===== src/rtl/mpu_pkg.sv =====
// Shared MPU definitions: element format, matrix geometry, operation codes
// and the request structs passed between the load controller and the register file.
package mpu_pkg;

   localparam int FP               = 32;
   localparam int M                = 4;
   localparam int N                = 4;
   localparam int MBITS            = $clog2(M);
   localparam int NBITS            = $clog2(N);
   localparam int MATRIX_REGISTERS = 4;
   localparam int MATRIX_REG_SIZE  = $clog2(MATRIX_REGISTERS);

   typedef logic [FP-1:0] float_sp;

   typedef enum logic [2:0] {
      NOP,
      LOAD,
      STORE,
      MUL,
      ADD,
      SUB
   } mpu_operation_t;

   // Element write; clr wipes the whole slot before the element lands
   typedef struct packed {
      logic                       en;
      logic                       clr;
      logic [MATRIX_REG_SIZE-1:0] addr;
      logic [MBITS-1:0]           i;
      logic [NBITS-1:0]           j;
      float_sp                    data;
   } reg_wr_req_t;

   // Stored-size update for one slot
   typedef struct packed {
      logic                       en;
      logic [MATRIX_REG_SIZE-1:0] addr;
      logic [MBITS:0]             m;
      logic [NBITS:0]             n;
   } size_wr_req_t;

   // Store-side element read
   typedef struct packed {
      logic                       en;
      logic [MATRIX_REG_SIZE-1:0] addr;
      logic [MBITS-1:0]           i;
      logic [NBITS-1:0]           j;
   } reg_rd_req_t;

   // A matrix shape is loadable when both dimensions are non-zero and fit the slot
   function automatic logic size_ok(input logic [MBITS:0] m, input logic [NBITS:0] n);
      return (m != '0) && (n != '0) &&
             (m <= (MBITS+1)'(M)) && (n <= (NBITS+1)'(N));
   endfunction

endpackage


===== src/rtl/matrix_reg_array.sv =====
// Matrix register file: MATRIX_REGISTERS slots of M x N FP32 elements,
// one element write port, a per-slot size table and a registered read port.
module matrix_reg_array
   import mpu_pkg::*;
(
   input  logic                       clk,
   input  logic                       rst,
   input  reg_wr_req_t                wr,
   input  size_wr_req_t               sz,
   input  reg_rd_req_t                rd,
   input  logic [MATRIX_REG_SIZE-1:0] size_addr,
   output float_sp                    rd_data,
   output logic                       rd_complete,
   output logic [MBITS:0]             m_size,
   output logic [NBITS:0]             n_size
);

   float_sp    [MATRIX_REGISTERS-1:0][M-1:0][N-1:0] mem;
   logic [MATRIX_REGISTERS-1:0][MBITS:0]            m_mem;
   logic [MATRIX_REGISTERS-1:0][NBITS:0]            n_mem;

   logic           rd_in_range;
   logic           rd_is_last;
   logic [MBITS:0] rd_last_i;
   logic [NBITS:0] rd_last_j;

   // Element storage: clearing and the first element of a load share one edge
   always_ff @(posedge clk or posedge rst) begin
      if (rst) begin
         mem <= '0;
      end else if (wr.en) begin
         if (wr.clr) mem[wr.addr] <= '0;
         mem[wr.addr][wr.i][wr.j] <= wr.data;
      end
   end

   // Stored shape per slot, updated only when a load finishes
   always_ff @(posedge clk or posedge rst) begin
      if (rst) begin
         m_mem <= '0;
         n_mem <= '0;
      end else if (sz.en) begin
         m_mem[sz.addr] <= sz.m;
         n_mem[sz.addr] <= sz.n;
      end
   end

   // Range and last-element decode for the read request
   always_comb begin
      rd_last_i   = m_mem[rd.addr] - (MBITS+1)'(1);
      rd_last_j   = n_mem[rd.addr] - (NBITS+1)'(1);
      rd_in_range = ({1'b0, rd.i} < (MBITS+1)'(M)) && ({1'b0, rd.j} < (NBITS+1)'(N));
      rd_is_last  = rd_in_range && ({1'b0, rd.i} == rd_last_i) && ({1'b0, rd.j} == rd_last_j);
   end

   // Registered read: data holds between requests, complete only flags the reply cycle
   always_ff @(posedge clk or posedge rst) begin
      if (rst) begin
         rd_data     <= '0;
         rd_complete <= 1'b0;
      end else begin
         rd_complete <= 1'b0;
         if (rd.en) begin
            rd_data     <= rd_in_range ? mem[rd.addr][rd.i][rd.j] : '0;
            rd_complete <= rd_is_last;
         end
      end
   end

   assign m_size = m_mem[size_addr];
   assign n_size = n_mem[size_addr];

endmodule


===== src/rtl/mpu_load_regfile.sv =====
// MPU matrix load path: streams a row-major FP32 matrix from memory into a
// register-file slot and serves element reads to the store unit.
module mpu_load_regfile
   import mpu_pkg::*;
(
   input  logic                       clk,
   input  logic                       rst,
   input  logic                       load_en_in,
   input  logic [FP-1:0]              mem_element_in,
   input  logic [MBITS:0]             mem_m_size_in,
   input  logic [NBITS:0]             mem_n_size_in,
   input  logic [MATRIX_REG_SIZE-1:0] mem_load_addr_in,
   output logic                       mem_load_ack_out,
   output logic                       mem_load_error_out,
   output logic                       load_busy_out,
   input  logic                       reg_store_en_in,
   input  logic [MATRIX_REG_SIZE-1:0] reg_store_addr_in,
   input  logic [MBITS-1:0]           reg_i_store_loc_in,
   input  logic [NBITS-1:0]           reg_j_store_loc_in,
   output logic [FP-1:0]              reg_store_element_out,
   output logic                       reg_store_complete_out,
   output logic [MBITS:0]             reg_m_size_out,
   output logic [NBITS:0]             reg_n_size_out
);

   typedef enum logic [1:0] {
      ST_IDLE,
      ST_LOAD,
      ST_DONE
   } state_t;

   state_t                     state;
   logic [MBITS:0]             m_q;
   logic [NBITS:0]             n_q;
   logic [MATRIX_REG_SIZE-1:0] addr_q;
   logic [MBITS-1:0]           i_q;
   logic [NBITS-1:0]           j_q;
   logic                       ack_q;
   logic                       err_q;
   logic                       busy_q;

   logic                       start_ok;
   logic                       j_last;
   logic                       elem_last;
   reg_wr_req_t                wr;
   size_wr_req_t               sz;
   reg_rd_req_t                rd;

   assign start_ok  = size_ok(mem_m_size_in, mem_n_size_in);
   assign j_last    = ({1'b0, j_q} == n_q - (NBITS+1)'(1));
   assign elem_last = j_last && ({1'b0, i_q} == m_q - (MBITS+1)'(1));

   // Register-file write strobes: element (0,0) lands on the accepting edge itself
   always_comb begin
      wr = '0;
      sz = '0;
      case (state)
         ST_IDLE: begin
            if (load_en_in && start_ok) begin
               wr.en   = 1'b1;
               wr.clr  = 1'b1;
               wr.addr = mem_load_addr_in;
               wr.data = mem_element_in;
            end
         end
         ST_LOAD: begin
            wr.en   = 1'b1;
            wr.addr = addr_q;
            wr.i    = i_q;
            wr.j    = j_q;
            wr.data = mem_element_in;
         end
         ST_DONE: begin
            sz.en   = 1'b1;
            sz.addr = addr_q;
            sz.m    = m_q;
            sz.n    = n_q;
         end
         default: ;
      endcase
   end

   // Load controller: size check, row-major index walk, one-cycle ack/error pulses
   always_ff @(posedge clk or posedge rst) begin
      if (rst) begin
         state  <= ST_IDLE;
         m_q    <= '0;
         n_q    <= '0;
         addr_q <= '0;
         i_q    <= '0;
         j_q    <= '0;
         ack_q  <= 1'b0;
         err_q  <= 1'b0;
         busy_q <= 1'b0;
      end else begin
         ack_q <= 1'b0;
         err_q <= 1'b0;
         case (state)
            ST_IDLE: begin
               if (load_en_in) begin
                  if (!start_ok) begin
                     err_q <= 1'b1;
                  end else begin
                     m_q    <= mem_m_size_in;
                     n_q    <= mem_n_size_in;
                     addr_q <= mem_load_addr_in;
                     if (mem_m_size_in == (MBITS+1)'(1) && mem_n_size_in == (NBITS+1)'(1)) begin
                        state <= ST_DONE;
                     end else begin
                        state  <= ST_LOAD;
                        busy_q <= 1'b1;
                        // (0,0) is already written, so start the walk at the next element
                        if (mem_n_size_in == (NBITS+1)'(1)) begin
                           i_q <= MBITS'(1);
                           j_q <= '0;
                        end else begin
                           i_q <= '0;
                           j_q <= NBITS'(1);
                        end
                     end
                  end
               end
            end
            ST_LOAD: begin
               if (elem_last) begin
                  state  <= ST_DONE;
                  busy_q <= 1'b0;
               end else if (j_last) begin
                  j_q <= '0;
                  i_q <= i_q + MBITS'(1);
               end else begin
                  j_q <= j_q + NBITS'(1);
               end
            end
            ST_DONE: begin
               ack_q <= 1'b1;
               state <= ST_IDLE;
            end
            default: state <= ST_IDLE;
         endcase
      end
   end

   assign rd.en   = reg_store_en_in;
   assign rd.addr = reg_store_addr_in;
   assign rd.i    = reg_i_store_loc_in;
   assign rd.j    = reg_j_store_loc_in;

   matrix_reg_array u_regs (
      .clk         (clk),
      .rst         (rst),
      .wr          (wr),
      .sz          (sz),
      .rd          (rd),
      .size_addr   (reg_store_addr_in),
      .rd_data     (reg_store_element_out),
      .rd_complete (reg_store_complete_out),
      .m_size      (reg_m_size_out),
      .n_size      (reg_n_size_out)
   );

   assign mem_load_ack_out   = ack_q;
   assign mem_load_error_out = err_q;
   assign load_busy_out      = busy_q;

endmodule


===== config.mk =====
export PLATFORM = sky130hd
export DESIGN_NAME = mpu_load_regfile
export DESIGN_NICKNAME = d
export VERILOG_FILES = /design/src/rtl/mpu_pkg.sv /design/src/rtl/matrix_reg_array.sv /design/src/rtl/mpu_load_regfile.sv
export SDC_FILE = /design/constraint.sdc
export NUM_CORES = 2
export LEC_CHECK = 0
export BUFFER_PORTS_ARGS = -buffer_cell sky130_fd_sc_hd__clkbuf_2
export CAP_MARGIN = 15
export CORE_MARGIN = 2
export CORE_UTILIZATION = 55
export CTS_BUF_LIST = sky130_fd_sc_hd__clkbuf_16
export DETAILED_ROUTE_END_ITERATION = 10
export PLACE_DENSITY = 0.68
export SLEW_MARGIN = 20
export SYNTH_ARGS = -nofsm -noshare
export SYNTH_HDL_FRONTEND = slang
export SYNTH_SLANG_ARGS = --single-unit

===== constraint.sdc =====
create_clock -name clk -period 93.9 [get_ports clk]
set_clock_uncertainty 0.15 [all_clocks]
set_input_delay 4.695 -clock clk [delete_from_list [all_inputs] [get_ports clk]]
set_output_delay 4.695 -clock clk [all_outputs]
set_load 0.03 [all_outputs]

Word-level counts from Yosys, hierarchy flattened
Index checks and enable logic that the tools add are counted.
- bits in registers: 2122
- output and inout bits: 42
- word-level logic and storage cells: 200
- add/sub/neg operators: 6
- magnitude comparators: 13
- eq/ne operators: 14
- muxes and demuxes: 62
- bitwise logic cells: 2
- reduce and logical (&&, ||, !) cells: 20
- operator list (cell ; count):
    $mux 2048 ; 2
    $and 2048x2048->2048 ; 1
    $bwmux 2048 ; 1
    $demux 512 s2 ; 2
    $not 2048->2048 ; 1
    $mux 512 ; 3
    $bmux 512 s2 ; 1
    $bmux 128 s2 ; 1
    $demux 128 s2 ; 1
    $mux 128 ; 2
    $mux 32 ; 3
    $bmux 32 s2 ; 1
    $demux 32 s2 ; 1
    $pmux 32 s2 ; 1
    $mux 2 ; 14
    $bwmux 12 ; 2
    $lt 2x3->1 const B ; 7
    $pmux 2 s2 ; 4
    $bmux 3 s2 ; 2
    $eq 2x3->1 ; 4
    $mux 1 ; 12
    $ne 2x2->1 const B ; 6
    $sub 3x1->3 const B ; 4
    $logic_and 1x1->1 ; 11
    other kinds (17) ; 30

Longest topological paths before layout
- word-level depth: 16
- depth in mapped cells: 10

Hierarchy
A second synthesis with hierarchy kept.
- cell total of the unflattened synthesis: 8915
- area total of the unflattened synthesis: 92501.2 um2
- by module, submodules not included (module ; times used ; cells an instance ; area each (um2) ; sequential area each (um2)):
    matrix_reg_array ; 1 ; 8774 ; 91273.8 ; 52675.5
    mpu_load_regfile ; 1 ; 141 ; 1227.4 ; 425.4

Worst setup path after synthesis
No wires, ideal clock.
- kind: input -> output
- from: input port reg_store_addr_in[0]
- to: output port reg_m_size_out[1]
- arrival time: 6.269 ns
- required time: 89.055 ns
- path slack: 82.786 ns
- cell stages on the path: 5
- buffers on the path: 4
- cells stage by stage: buf_2 -> buf_2 -> clkbuf_1 -> buf_2 -> mux4_2
- word-level cells in the longest chain between the ends: 2
- RTL lines (element ; RTL line ; text):
    start, declared ; mpu_load_regfile.sv:17 ; input logic [MATRIX_REG_SIZE-1:0] reg_store_addr_in,
    $bmux 3 s2 ; matrix_reg_array.sv:70 ; assign m_size = m_mem[size_addr];
    $mux 3 (not written as such) ; matrix_reg_array.sv:70 ;
    end, declared ; mpu_load_regfile.sv:22 ; output logic [MBITS:0] reg_m_size_out,
No other way between the ends. The select of a mux whose other input is x is not followed.

Worst setup path after layout
- from: input port reg_store_addr_in[0]
- to: output port reg_n_size_out[0]
- word-level cells in the longest chain between the ends: 2
- RTL lines (element ; RTL line ; text):
    $bmux 3 s2 ; matrix_reg_array.sv:71 ; assign n_size = n_mem[size_addr];
    $mux 3 (not written as such) ; matrix_reg_array.sv:71 ;
    end, declared ; mpu_load_regfile.sv:23 ; output logic [NBITS:0] reg_n_size_out
No other way between the ends. The select of a mux whose other input is x is not followed.

==> impl_metrics.py <==
metrics = {
    "worst_setup_path": {
        "cp.arrival_ns": 5.93,
        "crit_required_ns": 89.05,
        "critPathMaxStageDelay_ns": 0.63,
        "crit_type": "in2out",
        "crit_chain": "buf_8, mux4_2, clkbuf_2",
        "endpoint_kind": "output port",
        "path_delay_family": "multiplexers",
        "crit_slowest_cell": "mux4_2",
        "cp_num_buf_inv": 2,
        "cp_max_fo": 29,
        "critPathLaunchType": "primary input",
    },
    "global_routing": {
        "antenna_found_initial": 10,
        "grt.overflow.total": 0,
        "grt_pass1_vias": 65500,
        "track_usage_pct": 36.2,
        "grt_first_pass_wirelength_um": 455000,
        "grt_max_degree": 194,
    },
    "yosys": {
        "synth_enable_flop_cells": 0,
        "synth_top_area_cell": "dfrtp_1",
        "synth.net_count": 6806,
        "synth.most_common_cell": "dfrtp_1",
        "ys_types": 59,
        "yosysSeqAreaShare_pct": 57.7,
        "avgSynthCellArea_um2": 13.6,
        "ys.flop_type": "dfrtp_1",
        "synth-seq-cells": 2122,
        "synth_area_um2": 92100,
        "synth_commonest_cells": "dfrtp_1, o2bb2ai_1, clkbuf_1",
        "ys_warn_count": 0,
        "postSynthCellCount": 6752,
        "yosysTopAreaCellShare_pct": 57.7,
        "netlist_top_cells_area": "dfrtp_1, o2bb2ai_1, mux4_2, mux2i_1, clkbuf_1",
        "synthArstFlopShare_pct": 100,
    },
    "cells_and_area": {
        "drive_gt1_share_pct": 17.4,
        "fin_util_pct": 60.2,
        "fin_nets": 6430,
        "area_delta_synth_final_pct": 9.00,
        "fillCellCount": 12800,
    },
    "clock_tree": {
        "clk_pin_slew_ns": 0.06,
        "ctsResizeCount": 0,
        "clk_latency_ns": 0.86,
        "cts_hold_buf": 0,
        "root_buffer": "clkbuf_16",
        "cts-buffers-inserted": 213,
        "post_cts_buffers": 0,
        "cts_buffer_depth": 3,
        "clock_sinks": 2122,
        "cts_htree_levels": 4,
        "cts_tree": "yes",
    },
    "route": {
        "routed_via_density": 7.38,
        "first_iter_violations": 7867,
        "antenna_left": 0,
        "drcViolationCount": 0,
        "wirelength_um": 307000,
        "num_vias": 64600,
        "firstDrtPassIters": 6,
        "avgRoutedWirePerCell_um": 35.0,
    },
    "outcome": {
        "outcome": "finished clean",
    },
    "pwr": {
        "leakage_nw": 43.0,
        "clock_power_share_pct": 29.5,
        "switching_power_w": 0.000931,
        "power_density_nw_per_um2": 28.5,
        "intPower_w": 0.00193,
        "switching_share_pct": 32.5,
        "seqPwrFrac_pct": 45.4,
        "comb_power_share_pct": 25.0,
        "ir_drop_v": 0.0000262,
    },
    "sta": {
        "slew_violations": 0,
        "tns_ns": 0,
        "fmax_mhz": 92.8,
        "setup_violations": 0,
        "rsz0062_at_grt": "no",
        "worst_slew_pin_slew_ns": 1.24,
        "min_period_ns": 10.78,
        "hold_violations": 0,
        "fin_crit_sh_pct": 11.5,
        "max_slew_margin_pct": 17.2,
    },
    "hold_path": {
        "hold_class": "reg2reg",
    },
    "floorplanning": {
        "rows": 150,
        "die_y_um": 413,
        "fp.dieW_um": 413,
        "core_um2": 167000,
        "die-area_um2": 171000,
        "top_level_ports": 92,
        "start_util_pct": 55.2,
    },
    "placed_design": {
        "dpl.hpwl_um": 171000,
        "gp_congestion": 0.924,
        "port_buffers": 91,
    },
    "run": {
        "drv_cap": 0,
    },
}
-- final timing paths --
path,startpoint,endpoint,slack [ns],depth (start not counted)
max in group asynchronous,rst,u_regs.mem[1118],83.94,8
setup / recovery,reg_store_addr_in[0],reg_n_size_out[0],83.12,3
min in group asynchronous,rst,u_regs.mem[1565],3.82,2
setup reg to reg,state[0],u_regs.mem[1245],89.16,7
hold / removal,u_regs.m_mem[10],u_regs.m_mem[10],0.33,2
hold reg to reg,u_regs.m_mem[10],u_regs.m_mem[10],0.33,2
-- power groups by stage --
| stage | combinational (W) | sequential [W] | clock, W |
|---|---|---|---|
| 2_1_floorplan | 0.000512 | 0.00129 | 0 |
| 3_3_place_gp | 0.000685 | 0.00129 | 0 |
| 3_5_place_dp | 0.000705 | 0.00130 | 0 |
| 4_1_cts | 0.000706 | 0.00129 | 0.000849 |
| 5_1_grt | 0.000755 | 0.00132 | 0.000887 |
| 6_report | 0.000717 | 0.00130 | 0.000845 |
-- tightest hold or removal path: cells and delay by family (launching register included) --
family	cells	cell delay (ns)
simple gates	1	0.05
compound gates	1	0.06
flops	1	0.34
-- routing by layer --
metal | GRT usage (%) | wire length (um)
met2 | 52.6 | 136000
met1 | 49.9 | 121000
met3 | 10.2 | 31800
met4 | 19.0 | 17700
met5 | 0 | 14
-- sequential cells by signal (all words and copies together), names as in the netlist --
name,count
addr_q,2
i_q,2
j_q,2
load_busy_out,1
m_q,3
mem_load_ack_out,1
mem_load_error_out,1
n_q,3
state,2
u_regs.m_mem,12
u_regs.mem,2048
u_regs.n_mem,12
u_regs.rd_complete,1
u_regs.rd_data,32
-- metrics by stage --
stage | cells | worst slack, ns | power [W] | instance area [um^2] | hold WS, ns
after global placement | 8364 | 83.05 | 0.00198 | 93500 | 0.313
after floorplan | 6752 | 29.11 | 0.00180 | 92100 | 0.295
final | 8760 | 83.12 | 0.00286 | 100000 | 0.330
after detailed placement | 8364 | 82.94 | 0.00201 | 93500 | 0.316
after global routing | 8755 | 83.08 | 0.00296 | 100000 | 0.340
after CTS | 8751 | 83.09 | 0.00285 | 100000 | 0.332
-- kinds of logic (layout without fill, tap and decap cells) --
group,Yosys count,count (layout),synth area share (%)
other,0,8,0
AOI/OAI and AO/OA,2384,2384,21.7
xor gates and xnor gates,12,12,0.114
and+or+nand+nor,613,613,3.13
buffers and inverters,823,619,3.60
DFF,2122,2122,57.7
muxes,794,794,13.7
adders and majority gates,4,4,0.0544
-- final cells by class --
class	count	area (um^2)	area share, %
inverters	10	45.0	0.0449
flip-flops and latches	2122	53100	52.9
multi-input cells	3807	36100	36.0
clock inverters	168	1310	1.30
well taps	2204	2760	2.75
clock buffers	219	5480	5.46
repair buffers	222	1560	1.56
diodes	8	20.0	0.0199
-- cell usage in the layout (no fill, tap or decap), types with 20 or more instances in the layout --
cell type / count
dfrtp_1: 2122
o2bb2ai_1: 1893
mux4_2: 358
mux2i_1: 256
clkbuf_16: 219
nand2_1: 158
a22oi_1: 128
buf_4: 123
mux2_2: 120
nor2_1: 116
nand2_2: 115
a21oi_1: 103
nor2b_1: 97
o22ai_1: 95
clkbuf_2: 88
nor4_1: 65
a211oi_1: 64
mux2_1: 60
clkinv_1: 52
inv_1: 51
clkinv_2: 40
o32ai_1: 32
a22o_1: 29
bufinv_16: 20
Power figures use the tool's default switching activity.
